**config.mk**
```make
export PLATFORM = sky130hd
export DESIGN_NAME = id_exe_stage_reg
export DESIGN_NICKNAME = d
export VERILOG_FILES = /design/src/rtl/arm_pkg.sv /design/src/rtl/pipe_reg_fcl.sv /design/src/rtl/id_exe_stage_reg.sv
export SDC_FILE = /design/constraint.sdc
export NUM_CORES = 1
export LEC_CHECK = 0
export ABC_AREA = 1
export CELL_PAD_IN_SITES_DETAIL_PLACEMENT = 0
export CELL_PAD_IN_SITES_GLOBAL_PLACEMENT = 1
export CORE_MARGIN = 2
export CORE_UTILIZATION = 31
export DETAILED_ROUTE_END_ITERATION = 6
export HOLD_SLACK_MARGIN = 0.05
export PLACE_DENSITY_LB_ADDON = 0.1
export SETUP_SLACK_MARGIN = 0.2
export SYNTH_ARGS = -nofsm -noshare
export SYNTH_HDL_FRONTEND = slang
export SYNTH_HIERARCHICAL = 1
export SYNTH_SLANG_ARGS = --single-unit
```
**constraint.sdc**
```tcl
create_clock -name clk -period 0.95 [get_ports clk]
set_input_delay 0.19 -clock clk [delete_from_list [all_inputs] [get_ports clk]]
set_output_delay 0.19 -clock clk [all_outputs]
set_load 0.02 [all_outputs]
```
**src/rtl/arm_pkg.sv**
```systemverilog
// Shared definitions for the 5-stage ARM core: widths, ALU command
// encodings and the control bundle carried from ID to EXE.
package arm_pkg;

  localparam int DATA_W     = 32;
  localparam int REG_ADDR_W = 4;
  localparam int CMD_W      = 4;

  typedef enum logic [CMD_W-1:0] {
    CMD_NOP = 4'b0000,
    CMD_MOV = 4'b0001,
    CMD_ADD = 4'b0010,
    CMD_ADC = 4'b0011,
    CMD_SUB = 4'b0100,
    CMD_SBC = 4'b0101,
    CMD_AND = 4'b0110,
    CMD_ORR = 4'b0111,
    CMD_EOR = 4'b1000,
    CMD_MVN = 4'b1001
  } exe_cmd_e;

  typedef struct packed {
    logic wb_en;
    logic mem_r_en;
    logic mem_w_en;
    logic b;
    logic s;
  } id_exe_ctrl_t;

  // A non-valid ID slot must not leak any side-effecting control bit.
  function automatic id_exe_ctrl_t gate_ctrl(input id_exe_ctrl_t c, input logic valid);
    return valid ? c : '0;
  endfunction

endpackage

```
**src/rtl/pipe_reg_fcl.sv**
```systemverilog
// Generic pipeline register: async active-low reset, flush-to-zero
// (highest priority), freeze-hold, otherwise load.
module pipe_reg_fcl #(
  parameter int W = 8
) (
  input  logic         clk,
  input  logic         rst_n,
  input  logic         flush,
  input  logic         freeze,
  input  logic [W-1:0] d_i,
  output logic [W-1:0] q_o
);

  logic [W-1:0] data_d;
  logic [W-1:0] data_q;

  always_comb begin
    data_d = data_q;
    if (flush) begin
      data_d = '0;
    end else if (!freeze) begin
      data_d = d_i;
    end
  end

  always_ff @(posedge clk or negedge rst_n) begin
    if (!rst_n) begin
      data_q <= '0;
    end else begin
      data_q <= data_d;
    end
  end

  assign q_o = data_q;

endmodule

```
**src/rtl/id_exe_stage_reg.sv**
```systemverilog
// ID/EXE pipeline register: holds decoded operands and control for the
// EXE stage, with hazard freeze, branch flush and a valid bit.
module id_exe_stage_reg #(
  parameter int DATA_W     = arm_pkg::DATA_W,
  parameter int REG_ADDR_W = arm_pkg::REG_ADDR_W,
  parameter int CMD_W      = arm_pkg::CMD_W
) (
  input  logic                  clk,
  input  logic                  rst_n,
  input  logic                  freeze,
  input  logic                  flush,
  input  logic                  id_valid,
  input  logic [DATA_W-1:0]     id_pc,
  input  logic [DATA_W-1:0]     id_val_rn,
  input  logic [DATA_W-1:0]     id_val_rm,
  input  logic [11:0]           id_shift_operand,
  input  logic                  id_imm,
  input  logic [23:0]           id_signed_imm_24,
  input  logic [REG_ADDR_W-1:0] id_dest,
  input  logic [REG_ADDR_W-1:0] id_src1,
  input  logic [REG_ADDR_W-1:0] id_src2,
  input  logic [CMD_W-1:0]      id_exe_cmd,
  input  logic                  id_mem_r_en,
  input  logic                  id_mem_w_en,
  input  logic                  id_wb_en,
  input  logic                  id_b,
  input  logic                  id_s,
  input  logic                  id_status_c,
  output logic                  exe_valid,
  output logic [DATA_W-1:0]     exe_pc,
  output logic [DATA_W-1:0]     exe_val_rn,
  output logic [DATA_W-1:0]     exe_val_rm,
  output logic [11:0]           exe_shift_operand,
  output logic                  exe_imm,
  output logic [23:0]           exe_signed_imm_24,
  output logic [REG_ADDR_W-1:0] exe_dest,
  output logic [REG_ADDR_W-1:0] exe_src1,
  output logic [REG_ADDR_W-1:0] exe_src2,
  output logic [CMD_W-1:0]      exe_exe_cmd,
  output logic                  exe_mem_r_en,
  output logic                  exe_mem_w_en,
  output logic                  exe_wb_en,
  output logic                  exe_b,
  output logic                  exe_s,
  output logic                  exe_status_c,
  output logic                  exe_ldr_or_str
);

  import arm_pkg::id_exe_ctrl_t;
  import arm_pkg::gate_ctrl;

  localparam int DATA_VEC_W = 3 * DATA_W + 12 + 1 + 24 + 3 * REG_ADDR_W + CMD_W + 1;
  localparam int CTRL_VEC_W = $bits(id_exe_ctrl_t) + 2;

  logic [DATA_VEC_W-1:0] data_vec_in;
  logic [DATA_VEC_W-1:0] data_vec_out;
  logic [CTRL_VEC_W-1:0] ctrl_vec_in;
  logic [CTRL_VEC_W-1:0] ctrl_vec_out;

  id_exe_ctrl_t ctrl_raw;
  id_exe_ctrl_t ctrl_gated;
  id_exe_ctrl_t ctrl_out;
  logic         ldr_or_str_in;

  assign data_vec_in = {id_pc, id_val_rn, id_val_rm, id_shift_operand, id_imm,
                        id_signed_imm_24, id_dest, id_src1, id_src2, id_exe_cmd,
                        id_status_c};

  always_comb begin
    ctrl_raw          = '0;
    ctrl_raw.wb_en    = id_wb_en;
    ctrl_raw.mem_r_en = id_mem_r_en;
    ctrl_raw.mem_w_en = id_mem_w_en;
    ctrl_raw.b        = id_b;
    ctrl_raw.s        = id_s;
  end

  // Memory-access select is derived from the already-gated bits so the
  // registered copy can never disagree with exe_mem_r_en/exe_mem_w_en.
  assign ctrl_gated    = gate_ctrl(ctrl_raw, id_valid);
  assign ldr_or_str_in = ctrl_gated.mem_r_en | ctrl_gated.mem_w_en;
  assign ctrl_vec_in   = {id_valid, ldr_or_str_in, ctrl_gated};

  pipe_reg_fcl #(.W(DATA_VEC_W)) u_data_reg (
    .clk    (clk),
    .rst_n  (rst_n),
    .flush  (flush),
    .freeze (freeze),
    .d_i    (data_vec_in),
    .q_o    (data_vec_out)
  );

  pipe_reg_fcl #(.W(CTRL_VEC_W)) u_ctrl_reg (
    .clk    (clk),
    .rst_n  (rst_n),
    .flush  (flush),
    .freeze (freeze),
    .d_i    (ctrl_vec_in),
    .q_o    (ctrl_vec_out)
  );

  assign {exe_pc, exe_val_rn, exe_val_rm, exe_shift_operand, exe_imm,
          exe_signed_imm_24, exe_dest, exe_src1, exe_src2, exe_exe_cmd,
          exe_status_c} = data_vec_out;

  assign {exe_valid, exe_ldr_or_str, ctrl_out} = ctrl_vec_out;

  assign exe_wb_en    = ctrl_out.wb_en;
  assign exe_mem_r_en = ctrl_out.mem_r_en;
  assign exe_mem_w_en = ctrl_out.mem_w_en;
  assign exe_b        = ctrl_out.b;
  assign exe_s        = ctrl_out.s;

endmodule

```
==> impl_metrics.csv <==
group,metric,value,unit
outcome,status,"finished with violations",
outcome,violations,"negative setup slack",
floorplanning,start_util,31.9,%
power,pwr-share-comb,22.3,%
critical_path,cp_slowest_cell,"dfrtp_1",
logic_synthesis,synthFlopType,"dfrtp_1",
critical_path,crit_buf_inv,1,
global_routing,grt_remaining_overflow,0,
floorplanning,io_pins,317,
power,p_total,18.2,mW
route,final_antenna_net_count,0,
final_layout,final_core_util,66.1,%
logic_synthesis,synth_area_leaders,"dfrtp_1, nand2_1, nand3_1",
clock_network,cts_htree_levels,4,
clock_network,numCtsBuffers,17,
critical_path,critPathCaptureType,"output pin",
floorplanning,fp.dieArea,21300,sq um
timing,grt_setup_unrepaired,"true",
clock_network,clock_sinks,157,
power,seq_power_share,40.4,%
logic_synthesis,ys_ff_latch,157,
global_routing,grt_max_degree,49,
route,routedWlPerCell,16.2,um
critical_path,crit_path_max_incr_delay,420,ps
logic_synthesis,synth-edff-count,0,
timing,hold_violations,0,
placement,gp_congestion,0.784,
power,swShare,26.1,%
critical_path,start_kind,"register",
clock_network,insertion_delay,420,ps
timing,fin_crit_sh,123,%
route,drc_errors,0,
floorplanning,row_count,51,
route,vias,6546,
global_routing,track_usage,21.5,%
final_layout,nFillCells,1612,
power,p_per_area,1410,nW/um^2
power,ir_drop,1190,uV
timing,whs,176,ps
critical_path,cpLargestDelayFamily,"flip-flops",
logic_synthesis,synthDominantCellAreaShare,62.9,%
critical_path,crit_arrival,980,ps
clock_network,clk_pin_slew,60,ps
clock_network,cts_tree,"done",
timing,layout_setup_ws,-221,ps
final_layout,area_growth_syn_to_layout,107,%
power,internal_power,13.5,mW
logic_synthesis,synth_nets,853,
timing,fmax,0.854,GHz
route,drt-total-wl,23400,um
route,drt_iter0_markers,244,
timing,tightest_slew,299,ps
logic_synthesis,avgSynthCellArea,9.01,sq um
logic_synthesis,yosysSeqAreaShare,62.9,%
route,firstDrtPassIters,4,
global_routing,grt_pass1_wl,36400,um
timing,setup_viol,160,
floorplanning,die_w,146,um
clock_network,cts_buffer_depth,2,
timing,slew_viol_final,0,
timing,relSlewSlack,80.0,%
power,power.switching,4.76,mW
timing,fin_crit,1170,ps
logic_synthesis,synthTopCellsByCount,"nand2_1, dfrtp_1, nand3_1, buf_2, buf_4",
global_routing,first_global_vias,6593,
final_layout,nNetsFinal,1327,
clock_network,cts-root-buf,"clkbuf_16",
power,p_leak,6.58,nW
placement,port_buffers,316,
logic_synthesis,async_flop_share,100,%
route,viasPerCell,4.54,
placement,dp_hpwl,14900,um
floorplanning,core_area,19600,sq um
hold_path,holdCritPathClass,"in2async",
power,clkPwrFrac,37.3,%
floorplanning,die_y,146,um
flow_run,maxCapViolCount,0,
logic_synthesis,synth_warnings,6,
critical_path,cp_max_fo,2,
logic_synthesis,syn_area,6250,sq um
logic_synthesis,synth.most_common_cell,"nand2_1",
logic_synthesis,synth_area_leader_cell,"dfrtp_1",
critical_path,path_class,"reg2out",
final_layout,final_layout_size_suffix_gt1_share,40.2,%
final_layout,num_antenna_cells,0,
critical_path,cp_cell_sequence,"buf_6",
global_routing,grt_antenna_before_repair,0,
logic_synthesis,syn_inst,693,
timing,skew,0,ps
critical_path,required,760,ps
logic_synthesis,synthDistinctLibCells,11,
-- worst paths after layout --
kind	startpoint	to	slack (ps)	cells after the start
min	rst_n	u_data_reg/q_o[52]	180	2
min in group clk	freeze	u_data_reg/q_o[22]	230	4
min reg2reg	u_data_reg/q_o[129]	u_data_reg/q_o[129]	530	2
max	u_data_reg/q_o[72]	exe_val_rm[18]	-220	1
max in group asynchronous	rst_n	u_data_reg/q_o[27]	270	3
max reg2reg	u_data_reg/q_o[141]	u_data_reg/q_o[141]	-10	5
-- area by class of cell --
| class | instances | area [sq um] | share of cell area, % |
|---|---|---|---|
| timing repair buffer | 505 | 5610 | 43.4 |
| sequential | 157 | 3930 | 30.3 |
| multi-input combinational | 479 | 2470 | 19.0 |
| clock buffer | 18 | 429 | 3.31 |
| tap | 265 | 332 | 2.56 |
| clock inverter | 12 | 149 | 1.15 |
| inverter | 7 | 28.8 | 0.222 |
-- metal layers --
| layer | GRT usage (%) | share of wire, % |
|---|---|---|
| met2 | 34.1 | 48 |
| met4 | 8.09 | 3.0 |
| met3 | 6.46 | 7.0 |
| met5 | 0 | 0 |
| met1 | 27.6 | 42 |
-- layout by cell type (no fill, tap or decap), types with 2 or more instances in the layout --
cell and n:
buf_12 19, buf_4 31, buf_6 293, bufbuf_16 3, bufinv_16 3, clkbuf_16 17
clkdlybuf4s50_1 156, clkinv_2 5, clkinv_4 3, dfrtp_1 157, inv_1 5, nand2_1 309
nand2_2 11, nand3_1 76, nand3_2 79, nand3_4 2
-- stage by stage --
| step | cells | area (sq um) | setup TNS [ps] | setup WS [ps] |
|---|---|---|---|---|
| after floorplan | 693 | 6350 | 0 | 66.9 |
| after global placement | 1309 | 10300 | -95760 | -455 |
| after detailed placement | 1309 | 10300 | -100110 | -485 |
| after CTS | 1397 | 12000 | -32670 | -239 |
| after global routing | 1443 | 12900 | -35950 | -260 |
| final | 1443 | 12900 | -29860 | -221 |
-- repair_timing --
item                        CTS  global route
gates cloned                  4             0
hold buffers                  1             0
resized for setup          1011           155
hold endpoints to repair    157             0
buffers inserted             53            46
setup endpoints to repair   314           244
pin swaps                    41            54
-- registers in the layout (all words and copies together) (netlist names) --
name	cells
u_ctrl_reg/q_o	7
u_data_reg/q_o	150
-- power by group through the flow --
stage	sequential (mW)	clock, mW	combinational, mW
floorplan	7.83	0	0.672
global placement	7.37	0	3.21
detailed placement	7.37	0	3.21
CTS	7.34	6.98	3.68
global route	7.40	7.26	4.33
finish	7.37	6.80	4.06
-- logic make-up (layout without fill, tap and decap cells) --
| kind of cell | after synthesis | in the layout | share of synthesized area, % |
|---|---|---|---|
| simple gates | 479 | 479 | 32.3 |
| buf+inv | 57 | 542 | 4.81 |
| flops | 157 | 157 | 62.9 |
Note: power is estimated with default switching activity, not from simulation.
